File: src/rtl/mfp_irq_ctrl.sv
// ---------------------------------------------------------------------------
// mfp_irq_ctrl
// Interrupt priority and acknowledge stage of the MFP. Picks the highest
// eligible pending channel (channel 15 highest), drives the active-low CPU
// interrupt request, runs the interrupt-acknowledge handshake, supplies the
// vector, pulses the pending-bit clear and keeps the in-service register.
//
// Ports
//   clk          system clock, rising edge
//   reset_n      asynchronous active-low reset
//   ipr[15:0]    pending bits
//   imr[15:0]    mask, 1 = channel may request
//   vr_s         software end-of-interrupt mode (isr forced to 0 when low)
//   vr_base[3:0] upper vector nibble
//   isr_wr       one-cycle ISR write strobe
//   isr_wdata    0 bits clear the ISR bit, 1 bits leave it
//   iack         CPU acknowledge level
//   irq_n        registered interrupt request, active low
//   ipr_clr      one-hot one-cycle clear pulse to the pending flip-flops
//   vector       {vr_base, channel}
//   vector_valid vector valid on the bus (drives DTACK)
//   isr          in-service register
//   dbg_state    current FSM state (0 IDLE, 1 ACK, 2 HOLD, 3 NOACK)
//
// Handshake: iack is a level. It is registered once (iack_s) and compared
// against the previous registered sample (iack_d); a rising edge seen on
// the registered pair starts an acknowledge on the following clock, and a
// registered low ends it. vector_valid is high from the ACK cycle until the
// cycle after iack is sampled low.
// ---------------------------------------------------------------------------
module mfp_irq_ctrl (
  input  logic        clk,
  input  logic        reset_n,
  input  logic [15:0] ipr,
  input  logic [15:0] imr,
  input  logic        vr_s,
  input  logic [3:0]  vr_base,
  input  logic        isr_wr,
  input  logic [15:0] isr_wdata,
  input  logic        iack,
  output logic        irq_n,
  output logic [15:0] ipr_clr,
  output logic [7:0]  vector,
  output logic        vector_valid,
  output logic [15:0] isr,
  output logic [1:0]  dbg_state
);

  typedef enum logic [1:0] {
    IDLE  = 2'd0,
    ACK   = 2'd1,
    HOLD  = 2'd2,
    NOACK = 2'd3
  } state_t;

  state_t      state;
  logic [3:0]  chan;
  logic        iack_s;
  logic        iack_d;
  logic        hist_vld;

  logic [15:0] eligible;
  logic [3:0]  top_req;
  logic [3:0]  top_isr;
  logic        isr_any;
  logic        active;
  logic        iack_rise;
  logic [15:0] isr_next;

  assign eligible  = ipr & imr;
  assign isr_any   = |isr;
  assign active    = (|eligible) && (!isr_any || (top_req > top_isr));
  assign iack_rise = hist_vld && iack_s && !iack_d;
  assign dbg_state = state;

  // Highest set bit wins because later iterations overwrite earlier ones.
  always_comb begin
    top_req = 4'd0;
    top_isr = 4'd0;
    for (int i = 0; i < 16; i++) begin
      if (eligible[i]) top_req = i[3:0];
      if (isr[i])      top_isr = i[3:0];
    end
  end

  // Clear-by-write first, then the acknowledge set, so a set in the same
  // cycle as a clearing write leaves the bit set.
  always_comb begin
    isr_next = isr;
    if (!vr_s) begin
      isr_next = 16'h0000;
    end else begin
      if (isr_wr) isr_next = isr & isr_wdata;
      if (state == ACK) isr_next = isr_next | (16'h0001 << chan);
    end
  end

  always_ff @(posedge clk or negedge reset_n) begin
    if (!reset_n) begin
      state        <= IDLE;
      chan         <= 4'd0;
      iack_s       <= 1'b0;
      iack_d       <= 1'b0;
      hist_vld     <= 1'b0;
      irq_n        <= 1'b1;
      ipr_clr      <= 16'h0000;
      vector       <= 8'h00;
      vector_valid <= 1'b0;
      isr          <= 16'h0000;
    end else begin
      iack_s   <= iack;
      // On the first clock out of reset the history is seeded with the
      // live sample, so an iack already high at release is not an edge.
      iack_d   <= hist_vld ? iack_s : iack;
      hist_vld <= 1'b1;
      isr      <= isr_next;

      case (state)
        IDLE: begin
          ipr_clr <= 16'h0000;
          if (iack_rise) begin
            irq_n <= 1'b1;
            if (active) begin
              chan         <= top_req;
              vector       <= {vr_base, top_req};
              vector_valid <= 1'b1;
              ipr_clr      <= 16'h0001 << top_req;
              state        <= ACK;
            end else begin
              state <= NOACK;
            end
          end else begin
            irq_n <= ~active;
          end
        end
        ACK: begin
          irq_n   <= 1'b1;
          ipr_clr <= 16'h0000;
          state   <= HOLD;
        end
        HOLD: begin
          irq_n   <= 1'b1;
          ipr_clr <= 16'h0000;
          if (!iack_s) begin
            vector_valid <= 1'b0;
            state        <= IDLE;
          end
        end
        NOACK: begin
          irq_n   <= 1'b1;
          ipr_clr <= 16'h0000;
          if (!iack_s) state <= IDLE;
        end
        default: state <= IDLE;
      endcase
    end
  end

endmodule

File: config.mk
export PLATFORM = sky130hd
export DESIGN_NAME = mfp_irq_ctrl
export DESIGN_NICKNAME = d
export VERILOG_FILES = /design/src/rtl/mfp_irq_ctrl.sv
export SDC_FILE = /design/constraint.sdc
export NUM_CORES = 1
export LEC_CHECK = 0
export ABC_CLOCK_PERIOD_IN_PS = 3000
export BUFFER_PORTS_ARGS = -buffer_cell sky130_fd_sc_hd__clkbuf_2
export CAP_MARGIN = 40
export CORE_MARGIN = 4
export CORE_UTILIZATION = 48
export DETAILED_ROUTE_END_ITERATION = 7
export PLACE_DENSITY = 0.82
export SLEW_MARGIN = 20
export SYNTH_ARGS = -nofsm -noshare
export SYNTH_HDL_FRONTEND = slang
export SYNTH_SLANG_ARGS = --single-unit
export TNS_END_PERCENT = 100
File: constraint.sdc
create_clock -name clk -period 3 [get_ports clk]
set_input_delay 0.45 -clock clk [delete_from_list [all_inputs] [get_ports clk]]
set_output_delay 0.45 -clock clk [all_outputs]
set_load 0.01 [all_outputs]
==> impl_metrics.env <==
export IMPL_cts_htree_levels=2
export IMPL_synth_cell_type_count=48
export IMPL_synth_area_mux_share_pct=5.238
export IMPL_yosysWarningCount=0
export IMPL_route_vias_total=2183
export IMPL_area_growth_synth_to_final_pct=31.27
export IMPL_yosys_top_cells_count="dfrtp_1 (46), nand2_1 (23), o21ai_0 (19)"
export IMPL_run_status="finished clean"
export IMPL_drive_gt1_share_pct=41.25
export IMPL_syn_nets=285
export IMPL_total_power_w=0.001678
export IMPL_synth_top_family_by_area="compound AO/OA/AOI/OAI gates"
export IMPL_hold_buffers=0
export IMPL_drtAntennaViolNets=0
export IMPL_clk_pin_slew_ns=0.09
export IMPL_antenna_found_initial=0
export IMPL_track_usage_pct=18.62
export IMPL_fin_tns_setup_ns=0
export IMPL_overflow=0
export IMPL_rows=25
export IMPL_synthArstFlopShare_pct=100.0
export IMPL_die_height_um=78.19
export IMPL_crit_arrival_ns=3.04
export IMPL_grt_pass1_vias=2004
export IMPL_max_slew_margin_pct=63.06
export IMPL_post_synth_top_count_cell="dfrtp_1"
export IMPL_syn_inst=224
export IMPL_ys_seq_area_share_pct=49.79
export IMPL_setup_ws_ns=0.1572
export IMPL_synth_xor_area_share_pct=0
export IMPL_drt_total_wl_um=5755
export IMPL_crit_start="isr[7]"
export IMPL_synth_area_top_cells="dfrtp_1 (49%), a21boi_0 (5.1%), o21ai_0 (4.0%)"
export IMPL_viasPerCell=5.403
export IMPL_max_freq_mhz=351.8
export IMPL_synth_compound_area_share_pct=20.85
export IMPL_hold_viol=0
export IMPL_ios=101
export IMPL_synthAdderAreaFrac_pct=2.116
export IMPL_timing_rr_end="vector[1]"
export IMPL_cp_end_kind="flop"
export IMPL_postCtsSetupBuffers=0
export IMPL_firstDrtPassIters=4
export IMPL_power_density_nw_per_um2=540.7
export IMPL_grt_pass1_wl_um=9273
export IMPL_avgSynthCellArea_um2=10.56
export IMPL_dieArea_um2=6114
export IMPL_initial_utilization_pct=49.74
export IMPL_synthFlopType="dfrtp_1"
export IMPL_drv_cap=0
export IMPL_clock_latency_ns=0.30
export IMPL_setup_viol=0
export IMPL_coreArea_um2=4755
export IMPL_fin_cells=404
export IMPL_grt_start_max_net_pins=26
export IMPL_synth_seq_cells=47
export IMPL_nets=397
export IMPL_synth_top_area_share_pct=48.68
export IMPL_synth_edf_count=0
export IMPL_ctsResizeCount=0
export IMPL_dp_slack_ns=-0.02339
export IMPL_dieWidth_um=78.19
export IMPL_skew_ns=0.008037
export IMPL_path_class="reg2reg"
export IMPL_period_needed_ns=2.843
export IMPL_wire_per_inst_um=14.25
export IMPL_r2r_start="isr[7]"
export IMPL_fin_util_pct=65.29
export IMPL_start_kind="flop"
export IMPL_r2r_slack_ns=0.16
export IMPL_n_antenna_cell=0
export IMPL_n_fill_cell=408
export IMPL_dr_first_iter_drc_count=118
export IMPL_cts_root_buf="clkbuf_8"
export IMPL_synth_top_area_cell="dfrtp_1"
export IMPL_ff2ff_path_depth=8
export IMPL_cts_buffers=5
export IMPL_endpoint="vector[1]"
export IMPL_peakVddDrop_mv=0.2914
export IMPL_hold_path_class="in2async"
export IMPL_dp_hpwl_um=4558
export IMPL_tritoncts="done"
export IMPL_cts_sinks=47
export IMPL_maxSlewViolCount=0
export IMPL_rsz0062_at_grt="false"
export IMPL_place_congestion=0.8704
export IMPL_worst_pin_slew_ns=0.5541
export IMPL_clock_path_buffers=2
export IMPL_synthSimpleGateAreaFrac_pct=19.95
export IMPL_port_buffers=100
export IMPL_fin_crit_sh_pct=94.76
export IMPL_p_leak_nw=1.546
export IMPL_syn_cell_area_um2=2365
export IMPL_path_max_fanout=9
export IMPL_dp_cells=396
export IMPL_worstPathRequired_ns=3.19
export IMPL_drc_errors=0
flip-flops by register name (all words and copies together) (netlist names):
signal        flops
vector            8
ipr_clr          16
hist_vld          1
iack_s            1
iack_d            1
vector_valid      1
irq_n             1
dbg_state         2
isr              16
critical path, cell delays in order, from the launching register on:
cell	delay (ns)
dfrtp_1	0.44
or4_4	0.58
a21oi_1	0.20
ha_1	0.29
and3b_1	0.20
a2111oi_2	0.36
o2bb2ai_2	0.13
nand3_4	0.19
mux2_2	0.36
kinds of logic (layout without fill, tap and decap cells):
family	after synthesis	in the layout
flip-flops	47	47
multiplexers	9	9
other	1	1
adder cells (fa/ha/maj)	4	4
AND/OR/NAND/NOR	82	82
AO/OA/AOI/OAI	71	71
buffers and inverters	10	123
layer usage:
metal	GRT usage (%)	wire length, um	part of all wire (%)
met1	24.80	2537	44
met2	30.74	2802	49
met3	3.555	325	5.6
met4	5.944	90	1.6
met5	0	0	0
layout make-up:
class | count | area (um2) | share of cell area (%)
tap | 67 | 83.83 | 2.701
sequential | 47 | 1177 | 37.93
timing repair buffer | 110 | 575.6 | 18.54
clock inverter | 3 | 25.02 | 0.8061
inverter | 5 | 20.02 | 0.6449
multi-input combinational | 167 | 1154 | 37.16
clock buffer | 5 | 68.82 | 2.217
worst min path at each step:
stage / startpoint / endpoint / slack (ns) / depth (start not counted)
finish: reset_n / isr[7] / 0.12 / 1
detailed placement: reset_n / isr[2] / 0.47 / 1
floorplan: reset_n / dbg_state[0] / 0.15 / 0
global route: reset_n / vector_valid / 0.16 / 1
global placement: reset_n / isr[2] / 0.46 / 1
CTS: reset_n / isr[7] / 0.14 / 1
per-stage QoR:
step | area (um2) | hold slack (ns)
after detailed placement | 3005 | 0.4668
after CTS | 3099 | 0.1375
after global placement | 3005 | 0.4640
final | 3104 | 0.1192
after floorplan | 2374 | 0.1544
after global routing | 3104 | 0.1590
report_power, final:
group          switching [W]  internal [W]
combinational       0.000239      0.000234
sequential          0.000100      0.000718
clock               0.000220      0.000167
placed cells by master, fill, tap and decap left out, types with 3 or more instances in the layout:
cell        n
a21boi_0   16
o21ai_0    19
ha_1        4
a22o_1      6
dfrtp_1    46
nand3_1     5
nor2b_1     7
mux2_2      3
o21bai_1    3
buf_4      10
nand2_1    23
a21oi_1     6
inv_1       3
clkbuf_8    5
nor3_1     15
nor2_1     10
mux2_4      6
nand4_1     3
clkbuf_2  100
a22oi_1     4
No activity file was read; power rests on OpenSTA's default activity.
